<file path="src/rtl/mura_pkg.sv">
// Shared types for the Moore-automaton stimulus driver: automaton state codes,
// one-hot a-vector constants, driver FSM codes and the expected-output function.
package mura_pkg;

    typedef enum logic [1:0] {
        S0 = 2'd0,
        S1 = 2'd1,
        S2 = 2'd2,
        S3 = 2'd3
    } mura_state_e;

    typedef enum logic [2:0] {
        DRV_IDLE = 3'd0,
        DRV_RUN  = 3'd1,
        DRV_WAIT = 3'd2,
        DRV_DONE = 3'd3,
        DRV_ERR  = 3'd4
    } drv_state_e;

    // a-vector bit i drives automaton input a<i>
    localparam logic [3:0] A_NONE = 4'b0000;
    localparam logic [3:0] A0     = 4'b0001;
    localparam logic [3:0] A1     = 4'b0010;
    localparam logic [3:0] A2     = 4'b0100;
    localparam logic [3:0] A3     = 4'b1000;

    localparam int MAX_STEPS_DEF = 4;
    localparam int STEP_W_DEF    = 3;

    typedef struct packed {
        drv_state_e  state;
        mura_state_e shadow;
        logic        y_mismatch;
    } drv_dbg_t;

    // Returns {y1, y0} that the automaton shows in state s
    function automatic logic [1:0] expected_y(input mura_state_e s);
        logic [1:0] y;
        case (s)
            S0, S3:  y = 2'b01;
            default: y = 2'b10;
        endcase
        return y;
    endfunction

endpackage

</file>
<file path="src/rtl/mura_shadow.sv">
// Cycle-exact copy of the 4-state Moore automaton, advanced every edge by the
// registered a-vector so the driver knows the state y1 alone cannot reveal.
module mura_shadow
    import mura_pkg::*;
(
    input  logic        clk,
    input  logic        rst_n,
    input  logic [3:0]  a_vec,
    output mura_state_e state
);

    mura_state_e state_q, state_d;

    always_comb begin
        state_d = state_q;
        case (state_q)
            S0: begin
                if (a_vec[2]) begin
                    state_d = S1;
                end else if (a_vec[3]) begin
                    state_d = S2;
                end
            end
            S1: begin
                if (a_vec[0]) begin
                    state_d = S2;
                end else if (a_vec[1]) begin
                    state_d = S0;
                end
            end
            S2:      state_d = S1;
            default: state_d = S2;
        endcase
    end

    always_ff @(posedge clk or negedge rst_n) begin
        if (!rst_n) begin
            state_q <= S0;
        end else begin
            state_q <= state_d;
        end
    end

    assign state = state_q;

endmodule

</file>
<file path="src/rtl/mura_driver.sv">
// Walks the Moore automaton to a requested state with one-hot a-vector steps.
// Define MURA_DRV_CHECK_EN to cross-check the automaton's y0/y1 against the shadow state.
module mura_driver
    import mura_pkg::*;
#(
    parameter int MAX_STEPS = MAX_STEPS_DEF,
    parameter int STEP_W    = STEP_W_DEF
) (
    input  logic       clk,
    input  logic       rst_n,
    input  logic       start,
    input  logic [1:0] target,
    input  logic       y0,
    input  logic       y1,
    output logic       a0,
    output logic       a1,
    output logic       a2,
    output logic       a3,
    output logic       busy,
    output logic       done,
    output logic       nack,
    output logic       err,
    output drv_dbg_t   dbg
);

    drv_state_e        state_q, state_d;
    mura_state_e       tgt_q, tgt_d;
    logic [STEP_W-1:0] cnt_q, cnt_d;
    logic [3:0]        a_q, a_d;
    logic              nack_q, nack_d;

    mura_state_e       shadow;
    logic [3:0]        plan_vec;
    logic              y_mismatch;
    logic              budget_spent;

    mura_shadow u_shadow (
        .clk   (clk),
        .rst_n (rst_n),
        .a_vec (a_q),
        .state (shadow)
    );

    assign y_mismatch   = ({y1, y0} != expected_y(shadow));
    assign budget_spent = (cnt_q == STEP_W'(MAX_STEPS));

    // From S2 no input helps: the automaton falls to S1 by itself, so just wait
    always_comb begin
        plan_vec = A_NONE;
        case (shadow)
            S0: begin
                if (tgt_q == S1) begin
                    plan_vec = A2;
                end else if (tgt_q == S2) begin
                    plan_vec = A3;
                end
            end
            S1: begin
                if (tgt_q == S0) begin
                    plan_vec = A1;
                end else if (tgt_q == S2) begin
                    plan_vec = A0;
                end
            end
            default: plan_vec = A_NONE;
        endcase
    end

    always_comb begin
        state_d = state_q;
        tgt_d   = tgt_q;
        cnt_d   = cnt_q;
        a_d     = A_NONE;
        nack_d  = 1'b0;
        case (state_q)
            DRV_IDLE: begin
                if (start) begin
                    if (target == 2'd3) begin
                        nack_d = 1'b1;
                    end else begin
                        tgt_d   = mura_state_e'(target);
                        cnt_d   = '0;
                        state_d = DRV_RUN;
                    end
                end
            end
            DRV_RUN: begin
                if (shadow == tgt_q) begin
                    state_d = DRV_DONE;
                end else if (budget_spent) begin
                    state_d = DRV_ERR;
                end else begin
                    a_d     = plan_vec;
                    cnt_d   = cnt_q + STEP_W'(1);
                    state_d = DRV_WAIT;
                end
            end
            DRV_WAIT: state_d = DRV_RUN;
            DRV_DONE: state_d = DRV_IDLE;
            DRV_ERR:  state_d = DRV_ERR;
            default:  state_d = DRV_IDLE;
        endcase
`ifdef MURA_DRV_CHECK_EN
        // A y mismatch overrides whatever the FSM planned on this same edge
        if (state_q != DRV_ERR && y_mismatch) begin
            state_d = DRV_ERR;
            a_d     = A_NONE;
            nack_d  = 1'b0;
        end
`endif
    end

    always_ff @(posedge clk or negedge rst_n) begin
        if (!rst_n) begin
            state_q <= DRV_IDLE;
            tgt_q   <= S0;
            cnt_q   <= '0;
            a_q     <= A_NONE;
            nack_q  <= 1'b0;
        end else begin
            state_q <= state_d;
            tgt_q   <= tgt_d;
            cnt_q   <= cnt_d;
            a_q     <= a_d;
            nack_q  <= nack_d;
        end
    end

    assign a0   = a_q[0];
    assign a1   = a_q[1];
    assign a2   = a_q[2];
    assign a3   = a_q[3];
    assign busy = (state_q == DRV_RUN) || (state_q == DRV_WAIT);
    assign done = (state_q == DRV_DONE);
    assign nack = nack_q;
    assign err  = (state_q == DRV_ERR);

    assign dbg = '{state: state_q, shadow: shadow, y_mismatch: y_mismatch};

endmodule

</file>
<file path="config.mk">
export PLATFORM = sky130hd
export DESIGN_NAME = mura_driver
export DESIGN_NICKNAME = d
export VERILOG_FILES = /design/src/rtl/mura_pkg.sv /design/src/rtl/mura_shadow.sv /design/src/rtl/mura_driver.sv
export SDC_FILE = /design/constraint.sdc
export NUM_CORES = 1
export LEC_CHECK = 0
export CAP_MARGIN = 20
export CORE_MARGIN = 1.5
export CORE_UTILIZATION = 37
export DETAILED_ROUTE_END_ITERATION = 16
export HOLD_SLACK_MARGIN = 0.1
export PLACE_DENSITY = 0.67
export SYNTH_ARGS = -nofsm -noshare
export SYNTH_HDL_FRONTEND = slang
export SYNTH_SLANG_ARGS = --single-unit
</file>
<file path="constraint.sdc">
create_clock -name clk -period 1.6 [get_ports clk]
set_input_delay 0.48 -clock clk [delete_from_list [all_inputs] [get_ports clk]]
set_output_delay 0.48 -clock clk [all_outputs]
set_load 0.02 [all_outputs]
</file>
-- After elaboration in Yosys (flattened, before gate mapping)
Index checks and enable logic that the tools add are counted.
- bitwise gates (word level): 1
- reduce and logical (&&, ||, !) cells: 10
- equal/unequal tests: 19
- multiplexer cells: 27
- add/sub/neg operators: 1
- operators with widths (cell ; number):
    $mux 3 ; 8
    $mux 4 ; 5
    $mux 2 ; 6
    $pmux 3 s4 ; 1
    $eq 2x2->1 const B ; 4
    $ne 2x2->1 const B ; 4
    $pmux 4 s2 ; 1
    $eq 3x2->1 const B ; 2
    $eq 3x3->1 const B ; 2
    $ne 3x3->1 const B ; 2
    $pmux 2 s3 ; 1
    $pmux 3 s2 ; 1
    $reduce_and 5->1 ; 1
    $eq 2x1->1 const B ; 2
    $logic_not 2->1 ; 2
    $mux 1 ; 4
    $reduce_and 2->1 ; 2
    $add 3x1->3 const B ; 1
    $eq 3x1->1 const B ; 1
    $logic_not 3->1 ; 1
    $reduce_and 3->1 ; 1
    $eq 2x2->1 ; 1
    $ne 2x2->1 ; 1
    $reduce_bool 2->1 ; 1
    3 further kinds ; 3
- word-level logic and storage cells: 64
- bits in registers: 15

-- Longest topological paths before layout
- depth in word-level cells: 7
- mapped depth: 6

-- By module
From an unflattened synthesis, not the netlist that was laid out.
- cells, all modules: 82
- area, all modules: 814.5 um^2
- by module, submodules not included (module ; times used ; area each (um^2) ; cells an instance):
    mura_driver ; 1 ; 728.2 ; 74
    mura_shadow ; 1 ; 86.3 ; 8

-- Worst setup path after synthesis
Ideal clock, no wire load.
- path kind: register -> output
- start point: register u_shadow.state_q[1] (netlist: u_shadow.state[1])
- end point: output dbg[0] (netlist name)
- setup slack: -205 ps
- arrival time: 1325 ps
- path buffers: 1
- stages on the path, launching flop included: 6
- data required time: 1120 ps
- path through: dfrtp_1 > inv_1 > ha_1 > nor3b_1 > a21oi_1 > buf_4
- longest elaborated chain between the ends: 4
- elaborated cells on any way between the ends: 5
- classes of those cells: 2 x eq/ne; 1 x mux; 2 x reduce/logical
- RTL lines (element ; line ; source):
    from (decl) ; mura_shadow.sv:12 ; mura_state_e state_q, state_d;
    from (signal assigned) ; mura_shadow.sv:40 ; state_q <= state_d;
    $eq 2x2->1 or $logic_not 2->1 (tied branches) ; mura_pkg.sv:39 ; case (s)
    $reduce_or 2->1 (*) ; mura_pkg.sv:39 ;
    $mux 2 (*) ; mura_pkg.sv:39 ;
    $ne 2x2->1 (*) ; mura_driver.sv:44 ; assign y_mismatch = ({y1, y0} != expected_y(shadow));
    to (decl) ; mura_driver.sv:23 ; output drv_dbg_t dbg
Every way passes the cells marked *; elsewhere a longest branch is shown, timed or not.

==> out/results.ini <==
[grt]
grt_max_degree = 16
overflow = 0
grt_pass1_wl_mm = 3.62
antenna_found_initial = 0
grt.total_usage_pct = 18.0
first_global_vias = 822

[clock_network]
htree_levels = 1
cts_buffers = 3
cts_tree = built
path_clk_slew_ps = 90
cts.sinks = 15
clockBufferDepth = 2
cts-root-buf = clkbuf_4
clock_latency_ps = 280
cts_hold_buf = 0

[placement]
place_congestion = 0.806
portBuffers = 20
dpl_cell_area_um2 = 1250
place_hpwl_mm = 1.46
placedCellCount = 149

[logic_synthesis]
netlist.area_leader.share_pct = 42.6
async_flop_share_pct = 100
synth_largest_area_cell = dfrtp_1
synth_edf_count = 0
synth_cells = 87
synth.area.top_cells = dfrtp_1, ha_1, nor3b_1
avgSynthCellArea_um2 = 10.1
synthDistinctLibCells = 33
ys_seq_elements = 15
ys.flop_type = dfrtp_1
yosysWarnings = 0
synth_nets = 100
synth_area_um2 = 881
seq_area_frac_synth_pct = 42.6

[timing]
period_needed_ps = 1810
final-setup-viol-count = 4
post-route-period-util_pct = 113
rsz0062_at_grt = true
tightest_slew_ps = 300
slew-limit-headroom_pct = 79.9
fin_ws_ps = -205
hold_violations = 0
skew_ps = 3.08
timing.fmax_mhz = 554
drv_slew = 0
fin_tns_setup_ps = -383

[detailed_routing]
finalWirelength_mm = 2.15
wl_per_cell_um = 13.4
vias = 819
route.layer.met1.wl_um = 949
wl_met3_um = 81
firstDrtPassIters = 4
drtIter0Drc = 7
drc = 0
final_antenna_net_count = 0
wl_met2_mm = 1.09
top_layer = met4
viasPerCell = 5.12

[hold_path]
hold_path.class = in2async

[power]
power_mw = 2.73
p_leak_nw = 0.663
power.density_nw_per_um2 = 1970
ir_worst_vdd_v = 0.00121

[floorplan]
die_area_um2 = 2680
die_x_um = 51.8
core_area_um2 = 2230
die_y_um = 51.8
start_util_pct = 39.4
io_pins = 21
rows = 17

[final_layout]
drive_above_1_share_pct = 44.7
area_growth_pct = 57.4
layout_common_cells = buf_4, dfrtp_1, nor2_1, buf_6
final_common_cell = buf_4
final_area_um2 = 1390
fin_nets = 146
antenna_cells = 0
final_cells = 160

[worst_setup_path]
end_kind = output pin
critPathArrivalTime_ps = 1330
cp-start-kind = flip-flop
cp.required_ps = 1120
crit_path_max_fanout = 2
criticalPathCategory = reg2out

[status]
status = finished with violations
violations = setup timing

[job]
drv_cap = 0

-- kinds of logic after synthesis --
group                    share of synthesized area, %
AND/OR/NAND/NOR                                  25.4
flip-flops                                       42.6
adder cells (fa/ha/maj)                          8.52
multiplexers                                     1.14
buffers and inverters                            2.98
AO/OA/AOI/OAI                                    17.3
XOR/XNOR                                         1.99
-- Yosys cell counts, types with 2 or more instances --
| library cell | n |
|---|---|
| nor3b_1 | 5 |
| nor2b_1 | 2 |
| a31oi_1 | 3 |
| nor2_2 | 2 |
| ha_1 | 6 |
| inv_1 | 4 |
| xnor2_1 | 2 |
| a21oi_1 | 5 |
| o31ai_1 | 2 |
| nor2_1 | 9 |
| nand2b_1 | 3 |
| nand2_1 | 7 |
| dfrtp_1 | 15 |
| a21o_1 | 3 |
-- registers in the layout (all words and copies together) (netlist names) --
name            flops
a_q                 4
cnt_q               3
nack                1
state_q             3
tgt_q               2
u_shadow.state      2
-- per-stage QoR --
step,worst slack [ps],util [%],hold WS [ps]
floorplan,-20.8,-,184
global placement,-653,55.8,504
detailed placement,-677,55.8,510
CTS,-214,59.2,502
global route,-262,62.1,518
finish,-205,62.1,498
-- metal layers --
metal | track usage [%] | vias to the layer above
li1 | - | 400
met1 | 21.4 | 394
met2 | 31.6 | 20
met3 | 2.59 | 5
met4 | 8.77 | 0
met5 | 0 | -
-- report_power, final --
part | internal, mW | switching [mW]
sequential | 0.513 | 0.164
combinational | 0.931 | 0.900
clock | 0.0969 | 0.124
-- critical path, stage by stage, from the launching register on --
cell and delay [ps]:
dfrtp_2 410, inv_2 70, ha_4 190, nor3b_2 150, a21oi_1 50, buf_4 150
-- repair_timing --
item                                    in CTS  in global routing
pin swaps                                    6                  3
endpoints found under the setup margin      14                 12
buffers inserted                             6                  2
gates resized for setup                     51                 16
hold endpoints to repair                     0                  0
-- final cells by class --
class / instances / area (um2)
Fill cell: 201 / 847
Multi-Input combinational cell: 66 / 577
Sequential cell: 15 / 380
Timing Repair Buffer: 42 / 349
Tap cell: 28 / 35.0
Clock buffer: 4 / 26.3
Inverter: 5 / 18.8
-- worst paths after layout --
check	start	to	slack, ps	cells after the start
setup / recovery	u_shadow.state[1]	dbg[0]	-210	5
hold / removal	rst_n	a_q[1]	500	2
setup reg to reg	state_q[0]	cnt_q[0]	20	6
hold reg to reg	a_q[2]	u_shadow.state[0]	540	2
max in group asynchronous	rst_n	u_shadow.state[0]	900	2
min in group clk	a_q[2]	u_shadow.state[0]	540	2
(Power assumes the default switching activity.)
